### config.mk
export PLATFORM = sky130hd
export DESIGN_NAME = ntt_bram_sched
export DESIGN_NICKNAME = d
export VERILOG_FILES = /design/src/rtl/ntt_pkg.sv /design/src/rtl/ntt_bram_sched_wb_delay.sv /design/src/rtl/ntt_bram_sched.sv
export SDC_FILE = /design/constraint.sdc
export NUM_CORES = 1
export LEC_CHECK = 0
export BUFFER_PORTS_ARGS = -buffer_cell sky130_fd_sc_hd__buf_4
export CAP_MARGIN = 40
export CELL_PAD_IN_SITES_DETAIL_PLACEMENT = 0
export CELL_PAD_IN_SITES_GLOBAL_PLACEMENT = 1
export CORE_MARGIN = 2
export CORE_UTILIZATION = 50
export DETAILED_ROUTE_END_ITERATION = 7
export PLACE_DENSITY_LB_ADDON = 0.1
export SETUP_SLACK_MARGIN = 0.05
export SYNTH_ARGS = -nofsm -noshare
export SYNTH_HDL_FRONTEND = slang
export SYNTH_SLANG_ARGS = --single-unit
### constraint.sdc
create_clock -name clk -period 16.5 [get_ports clk]
set_input_delay 4.125 -clock clk [delete_from_list [all_inputs] [get_ports clk]]
set_output_delay 4.125 -clock clk [all_outputs]
set_load 0.03 [all_outputs]
### src/rtl/ntt_pkg.sv
// Shared constants, FSM encoding and helpers for the NTT BRAM scheduler.
package ntt_pkg;

  // Default transform size and butterfly latency.
  localparam int unsigned HlenDefault  = 8;
  localparam int unsigned BflatDefault = 4;

  // Depth of the write-back delay: one cycle of BRAM read latency plus the butterfly.
  function automatic int unsigned wb_depth(int unsigned bflat);
    return 1 + bflat;
  endfunction

  localparam int unsigned N   = 1 << HlenDefault;
  localparam int unsigned STW = $clog2(HlenDefault);
  localparam int unsigned D   = wb_depth(BflatDefault);

  typedef enum logic [1:0] {
    StIdle,
    StRun,
    StDrain,
    StDone
  } state_e;

endpackage

### src/rtl/ntt_bram_sched_wb_delay.sv
// Write-back delay line: shifts (valid, addr) through Depth stages.
// empty_o is high when nothing is queued behind the entry presented on the outputs,
// i.e. the write leaving this cycle (if any) is the last outstanding one.
module ntt_wb_delay
  import ntt_pkg::*;
#(
  parameter int unsigned Depth = D,
  parameter int unsigned AddrW = 8
) (
  input  logic             clk_i,
  input  logic             clr_i,
  input  logic             valid_i,
  input  logic [AddrW-1:0] addr_i,
  output logic             valid_o,
  output logic [AddrW-1:0] addr_o,
  output logic             empty_o
);

  logic [Depth-1:0]            vld_q, vld_d;
  logic [Depth-1:0][AddrW-1:0] adr_q, adr_d;

  // Shift one stage per cycle; stage 0 takes the new read.
  always_comb begin
    vld_d = {vld_q[Depth-2:0], valid_i};
    adr_d = {adr_q[Depth-2:0], addr_i};
  end

  // Synchronous clear drops every in-flight write-back.
  always_ff @(posedge clk_i) begin
    if (clr_i) begin
      vld_q <= '0;
      adr_q <= '0;
    end else begin
      vld_q <= vld_d;
      adr_q <= adr_d;
    end
  end

  assign valid_o = vld_q[Depth-1];
  assign addr_o  = adr_q[Depth-1];
  assign empty_o = ~|vld_q[Depth-2:0];

endmodule

### src/rtl/ntt_bram_sched.sv
// In-place NTT/INTT scheduler for a single-port-pair coefficient BRAM.
// Issues one read per cycle (a then b operand), the twiddle index, and a delayed write-back.
module ntt_bram_sched
  import ntt_pkg::*;
#(
  parameter int unsigned HLEN  = HlenDefault,
  parameter int unsigned BFLAT = BflatDefault
) (
  input  logic                    clk,
  input  logic                    reset,
  input  logic                    start,
  input  logic                    intt,
  output logic                    busy,
  output logic                    done,
  output logic [$clog2(HLEN)-1:0] stage,
  output logic                    bf_mode,
  output logic                    ren,
  output logic [HLEN-1:0]         raddr,
  output logic                    rd_b,
  output logic [HLEN-1:0]         tw_addr,
  output logic                    wen,
  output logic [HLEN-1:0]         waddr
);

  localparam int unsigned NumC = 1 << HLEN;
  localparam int unsigned StW  = $clog2(HLEN);
  localparam int unsigned Dly  = wb_depth(BFLAT);

  // Operand address for butterfly b of stage s; ph selects the b operand.
  function automatic logic [HLEN-1:0] rd_addr(logic inv, logic [StW-1:0] s,
                                              logic [HLEN-2:0] b, logic ph);
    int unsigned lg, len, g, o, a;
    lg  = inv ? 32'(s) : (HLEN - 1) - 32'(s);
    len = 32'd1 << lg;
    g   = 32'(b) >> lg;
    o   = 32'(b) & (len - 1);
    a   = ((g << lg) << 1) + o;
    return HLEN'(ph ? a + len : a);
  endfunction

  // Twiddle ROM index; depends only on the butterfly group, so a and b reads share it.
  function automatic logic [HLEN-1:0] tw_idx(logic inv, logic [StW-1:0] s, logic [HLEN-2:0] b);
    int unsigned lg, g;
    lg = inv ? 32'(s) : (HLEN - 1) - 32'(s);
    g  = 32'(b) >> lg;
    return inv ? HLEN'((NumC >> s) - 1 - g) : HLEN'((32'd1 << s) + g);
  endfunction

  state_e          state_q, state_d;
  logic [StW-1:0]  stage_q, stage_d;
  logic [HLEN-2:0] bfly_q, bfly_d;
  logic            ph_q, ph_d;
  logic            mode_q, mode_d;
  logic            busy_q, busy_d;
  logic            done_q, done_d;
  logic            ren_q, ren_d;
  logic [HLEN-1:0] raddr_q, raddr_d;
  logic            rdb_q, rdb_d;
  logic [HLEN-1:0] tw_q, tw_d;
  logic            wb_empty;

  // Next-state: the registered outputs describe the read issued in the coming cycle.
  always_comb begin
    state_d = state_q;
    stage_d = stage_q;
    bfly_d  = bfly_q;
    ph_d    = ph_q;
    mode_d  = mode_q;
    busy_d  = busy_q;
    done_d  = 1'b0;
    ren_d   = 1'b0;
    raddr_d = raddr_q;
    rdb_d   = rdb_q;
    tw_d    = tw_q;
    unique case (state_q)
      StIdle: begin
        if (start) begin
          state_d = StRun;
          stage_d = '0;
          bfly_d  = '0;
          ph_d    = 1'b0;
          mode_d  = intt;
          busy_d  = 1'b1;
          ren_d   = 1'b1;
        end
      end
      StRun: begin
        if ((&bfly_q) && ph_q) begin
          state_d = StDrain;
        end else begin
          ph_d  = ~ph_q;
          ren_d = 1'b1;
          if (ph_q) bfly_d = bfly_q + 1'b1;
        end
      end
      StDrain: begin
        // Next stage may start only once the final write-back of this stage is on the port.
        if (wb_empty) begin
          if (stage_q == StW'(HLEN - 1)) begin
            state_d = StDone;
            busy_d  = 1'b0;
            done_d  = 1'b1;
          end else begin
            state_d = StRun;
            stage_d = stage_q + 1'b1;
            bfly_d  = '0;
            ph_d    = 1'b0;
            ren_d   = 1'b1;
          end
        end
      end
      StDone: begin
        state_d = StIdle;
      end
      default: begin
        state_d = StIdle;
      end
    endcase
    if (ren_d) begin
      raddr_d = rd_addr(mode_d, stage_d, bfly_d, ph_d);
      rdb_d   = ph_d;
      tw_d    = tw_idx(mode_d, stage_d, bfly_d);
    end
  end

  // State and registered outputs.
  always_ff @(posedge clk) begin
    if (reset) begin
      state_q <= StIdle;
      stage_q <= '0;
      bfly_q  <= '0;
      ph_q    <= 1'b0;
      mode_q  <= 1'b0;
      busy_q  <= 1'b0;
      done_q  <= 1'b0;
      ren_q   <= 1'b0;
      raddr_q <= '0;
      rdb_q   <= 1'b0;
      tw_q    <= '0;
    end else begin
      state_q <= state_d;
      stage_q <= stage_d;
      bfly_q  <= bfly_d;
      ph_q    <= ph_d;
      mode_q  <= mode_d;
      busy_q  <= busy_d;
      done_q  <= done_d;
      ren_q   <= ren_d;
      raddr_q <= raddr_d;
      rdb_q   <= rdb_d;
      tw_q    <= tw_d;
    end
  end

  ntt_wb_delay #(
    .Depth(Dly),
    .AddrW(HLEN)
  ) u_wb_delay (
    .clk_i  (clk),
    .clr_i  (reset),
    .valid_i(ren_q),
    .addr_i (raddr_q),
    .valid_o(wen),
    .addr_o (waddr),
    .empty_o(wb_empty)
  );

  assign busy    = busy_q;
  assign done    = done_q;
  assign stage   = stage_q;
  assign bf_mode = mode_q;
  assign ren     = ren_q;
  assign raddr   = raddr_q;
  assign rd_b    = rdb_q;
  assign tw_addr = tw_q;

endmodule

* After elaboration in Yosys (flattened, before gate mapping)
Index checks and enable logic that the tools add are counted.
** Cells by class
- Div/mod/pow operators :: 0
- Eq/ne operators :: 8
- Shift-type cells :: 5
- $mul :: 0
- Magnitude comparators :: 0
- Bitwise operators :: 3
- Reductions and logical operators :: 8
- Mux-type cells :: 35
- $add $sub $neg :: 9
** Operators by type and width (count)
- $mux 7 :: 5
- $mux 32 :: 1
- $shl 1x32->8 const A :: 1
- $shl 32x32->7 :: 1
- $shr 7x32->32 :: 1
- $add 8x8->8 :: 3
- $pmux 7 s3 :: 1
- $mux 8 :: 2
- $sub 8x1->8 const B :: 2
- $mux 1 :: 14
- $mux 3 :: 3
- $shr 9x3->8 const A :: 1
- $and 7x8->8 :: 1
- $mux 2 :: 4
- $ne 2x2->1 const B :: 4
- $pmux 2 s4 :: 1
- $shl 1x3->8 const A :: 1
- $sub 8x8->8 :: 1
- $add 7x1->7 const B :: 1
- $reduce_and 7->1 :: 1
- $pmux 1 s3 :: 2
- $pmux 3 s2 :: 1
- $reduce_or 6->1 :: 1
- $eq 2x2->1 const B :: 2
- 12 further kinds :: 13
** Storage, ports and cells
- Output and inout bits :: 33
- RAM bits :: 0
- Bits in latches :: 0
- Bits of input ports :: 4
- Bits in read-only memories :: 0
- Register bits after elaboration :: 79
- Word-level logic and storage cells :: 85
- Memories kept :: 0

* Depth between registers and ports, before layout
- Depth in word-level cells :: 12
- Gate-level depth with buffers :: 26

* Hierarchy
A second synthesis with hierarchy kept.
** Unflattened totals
- Cells, all modules :: 523
- Area, all modules :: 4518.1 sq um
** Modules (own cells, without submodules)
- ntt_bram_sched :: cells each 428, area each 3309.4 sq um, times used 1, sequential area each 680.7 sq um
- ntt_wb_delay :: cells each 95, area each 1208.7 sq um, times used 1, sequential area each 900.9 sq um

* Worst setup path before layout
OpenSTA, ideal clock, no wires.
- Path type :: input to register
- Start point :: input start
- End point :: register raddr_q[7] (netlist: raddr[7])
- Library setup time :: 0.138 ns
- Stages :: 22
- Arrival time :: 8.216 ns
- Slack :: 8.146 ns
- Cells stage by stage :: or3b_1 > buf_6 > mux2_2 > xnor2_4 > mux2i_1 > mux2i_1 > mux2i_2 > nor2_1 > a211o_1 > fa_1 > inv_1 > a21oi_1 > o21ai_0 > xor2_1 > ha_1 > inv_1 > nand2_1 > a21oi_1 > a31oi_2 > and3_1 > o2111ai_1 > a41oi_1
** On the way
- Longest elaborated chain between the ends :: 10
- Elaborated cells on any way between the ends :: 20
** Ends and longest elaborated chain
- from (decl) :: line ntt_bram_sched.sv:11 : input logic start,
- parallel branches: the longest is 10 deep, another holds $add 8x8->8
- to (signal assigned) :: line ntt_bram_sched.sv:149 : raddr_q <= raddr_d;
- to (decl) :: line ntt_bram_sched.sv:57 : logic [HLEN-1:0] raddr_q, raddr_d;
Parallel ways; which one is timed is not known.
A chain may end at the register's enable or synchronous reset.

* Final worst setup path
Same ends and word-level chain as after synthesis.

==> metrics.md <==
| Metric | Value |
|---|---|
| Tcrit/Tclk final | 0.539 |
| Pins over their slew limit | 0 |
| Worst VDD drop | 0.0336 mV |
| IO Pins | 37 |
| Routability cong. | roughly 0.84 |
| Vias in the first global route | roughly 3500 |
| Initial antenna violation count | 0 |
| Router iterations before antenna repair | 5 |
| Synth warnings | 0 |
| Cells after Synth | 516 |
| Pre-CTS WS | 7200 ps |
| Top cells by area, synth | dfxtp_1 34%, ha_1 7.6%, nor2b_1 6.5%, a21oi_1 4.0%, nor2_1 3.7% |
| Hold Buf Count CTS | 0 |
| Pint | 289 µW |
| Critical Path End Type | register |
| Slowest-stage cell, CP | a32oi_1 |
| Clock network power share | 0.366 |
| Grt ovf | 0 |
| DP Area | 4870 µm² |
| DIE AREA | 10000 µm² |
| Starting Density | 0.508 |
| Arrival time worst endpoint | 9090 ps |
| CP Class | primary input to register |
| PwrDens | 80.3 nW/µm² |
| First-pass GRT wire length | about 17000 µm |
| Synthesized area | around 4600 µm² |
| Fmax | 112 MHz |
| Deepest clock path buffer count | 2 |
| Fraction of registers with async set/reset | 0 |
| Combinational Power Share | 0.141 |
| Switching power | 118 µW |
| Slowest Stage Delay on Critical Path | 650 ps |
| Max cap viols | 0 |
| Root Driver | clkbuf_8 |
| Area of the core | ~9100 µm² |
| DIE HEIGHT | 100 µm |
| Tmin final | 8900 ps |
| P_leak | approximately 0.0022 µW |
| Status | finished, final reports clean |
| Drc violations | 0 |
| Number of synthesized flops with an enable pin | 0 |
| Via density | 5.57 |
| Number of clock buffers inserted by TritonCTS | 9 |
| Req. time, crit path | 16690 ps |
| H-tree levels | 3 |
| Hold Vio Cnt, Final | 0 |
| CP cell instances | buf_4, or3b_1, a32oi_1, xnor2_1, buf_4, nor2_1, nand2_1, ha_1, xor2_1, nand2b_1, inv_1, ha_1, a21o_1, a21oi_1, xnor2_1, ha_1, and4_1, a21oi_1, a31oi_2, and3_1, o2111ai_1, a41oi_1 |
| CP startpoint kind | primary input |
| Pin count of the biggest net entering global routing | 79 |
| Diode count | 0 |
| HPWL Detailed | between 7000 and 8000 µm |
| TNS Setup | 0 ps |
| I/O Buffers | 36 |
| 1st-iter DRT viols | 181 |
| Netlist cell types | a little under 80 |
| Switch share | 0.290 |
| Design area | ~5100 µm² |
| Crit path top cell by count | ha_1 |
| Layout area overhead | 9.57% |
| Crit-path max FO | 13 |
| FILL cells | 861 |
| Top cell type's share of synthesized area | 0.342 |
| Vias | between 3000 and 4000 |
| CTS tree | done |
| Pwr Total | just over 400 µW |
| RSZ-0062 raised after global routing | no |
| Worst-margin pin slew | 885 ps |
| Buffers and inverters on the worst path | 3 |
| Min setup slack post-route | 7600 ps |
| DRT Wirelength | 10200 µm |
| Top cell type by total area after synthesis | dfxtp_1 |
| Cell row count | 35 |
| Share of layout cells above drive strength 1 | 0.156 |
| Post-route ant nets | 0 |
| Slew headroom | 0.406 |
| Final Skew | 10.8 ps |
| Sink Count | 79 |
| Syn Nets | 552 |
| Flops & latches, synth | 79 |
| Top_reg_cell synth | dfxtp_1 |
| Per-cell routed wire length | roughly 16 µm |
| Flop pwr share | 0.493 |
| Die width | 100 µm |
| Clk_lat worst skew | 350 ps |
| Critical path's top delay family | compound AO/OA/AOI/OAI gates |
| Fin Hold WS | 442 ps |
| Worst-path clk slew | 90 ps |
| HP Class | register to register |
| Sequential cell area fraction in the yosys report | 0.342 |
| Setup-failing EPs final | 0 |
| Tot GR Track Use | 0.211 |
| Avg Inst Size Synth | 8.97 µm² |
| Post-cts resize count | 0 |
| Setup bufs post-CTS | 0 |
| Nets@finish | between 500 and 600 |
cells in the mapped netlist, types with 5 or more instances:
cell / n
a311oi_1: 6
inv_1: 25
nand2_1: 40
o21ai_0: 13
nor2_1: 46
nor3_1: 11
a211oi_1: 7
and3_1: 5
o211ai_1: 5
nand2b_1: 5
buf_4: 8
a21oi_1: 37
nand3_1: 6
xnor2_1: 16
ha_1: 28
a21o_1: 6
clkbuf_1: 15
xor2_1: 6
nor2b_1: 48
mux2i_1: 9
dfxtp_1: 79
through the flow:
step / util / instances
after floorplan: - / 516
after global placement: 0.534 / 632
after detailed placement: 0.534 / 633
after CTS: 0.557 / 649
after global routing: 0.557 / 649
final: 0.557 / 649
final cells by class:
| type | instances | area [µm²] | area share |
|---|---|---|---|
| clock buffers | 9 | 124 | 0.0244 |
| flip-flops and latches | 79 | 1580 | 0.312 |
| repair buffers | 38 | 285 | 0.0563 |
| inverters | 25 | 93.8 | 0.0185 |
| well taps | 111 | 139 | 0.0274 |
| multi-input cells | 380 | 2770 | 0.546 |
| clock inverters | 7 | 80.1 | 0.0158 |
sequential cells by signal, indices dropped and copies added, names as in the netlist:
| signal | flops |
|---|---|
| stage | 3 |
| u_wb_delay.vld_q | 5 |
| done | 1 |
| tw_addr | 8 |
| u_wb_delay.adr_d | 32 |
| bf_mode | 1 |
| state_q | 2 |
| ren | 1 |
| ph_q | 1 |
| busy | 1 |
| rd_b | 1 |
| raddr | 8 |
| bfly_q | 7 |
| u_wb_delay.addr_o | 8 |
routing by layer:
metal,GRT usage,share of wire,wire [µm]
met1,0.279,0.47,4820
met5,0,0,0
met4,0.0664,0.012,120
met2,0.353,0.48,4850
met3,0.0355,0.037,378
power by group through the flow:
stage	logic [µW]	registers, µW	clock network, µW
floorplan	41.5	208	0
global placement	56.7	205	0
detailed placement	57.4	205	0
CTS	57.6	201	155
global route	62.9	202	162
finish	57.3	201	149
path summary, 6_finish.rpt:
path	from	endpoint	slack [ps]	cells past startpoint
setup / recovery	start	raddr[7]	7600	22
hold / removal	u_wb_delay.adr_d[31]	u_wb_delay.adr_d[39]	440	1
setup reg to reg	state_q[1]	raddr[7]	10840	21
hold reg to reg	u_wb_delay.adr_d[31]	u_wb_delay.adr_d[39]	440	1
cells by family after synthesis:
group	synth area share
simple gates	0.218
xor+xnor	0.0606
buf+inv	0.0603
fa+ha+maj	0.0976
compound gates	0.179
flops	0.342
mux	0.0419
other cells	0.000810
worst reg2reg max path, stage by stage (launching register included):
cell and delay (ps):
dfxtp_1 690, nor2_1 100, o21ai_0 300, nand3_2 410, xnor2_4 500, mux2_2 410, a211oi_2 210, a31oi_1 120
a211o_1 410, fa_1 470, inv_1 70, a21oi_1 60, o21ai_0 240, xor2_1 290, ha_1 290, inv_1 80
nand2_1 60, a21oi_1 180, a31oi_2 80, and3_1 200, o2111ai_1 200, a41oi_1 120
cells in the final DEF (no fill, tap or decap), types with 5 or more instances in the layout:
cell	count
nand3_1	6
nor2b_1	48
nor2_1	46
xnor2_1	16
a21o_1	6
ha_1	28
o211ai_1	5
nand2b_1	5
dfxtp_1	79
a21oi_1	37
and3_1	5
inv_1	25
clkbuf_8	9
nor3_1	11
a211oi_1	7
a311oi_1	6
nand2_1	40
o21ai_0	13
xor2_1	6
mux2i_1	9
buf_4	38
(Power assumes the default switching activity.)
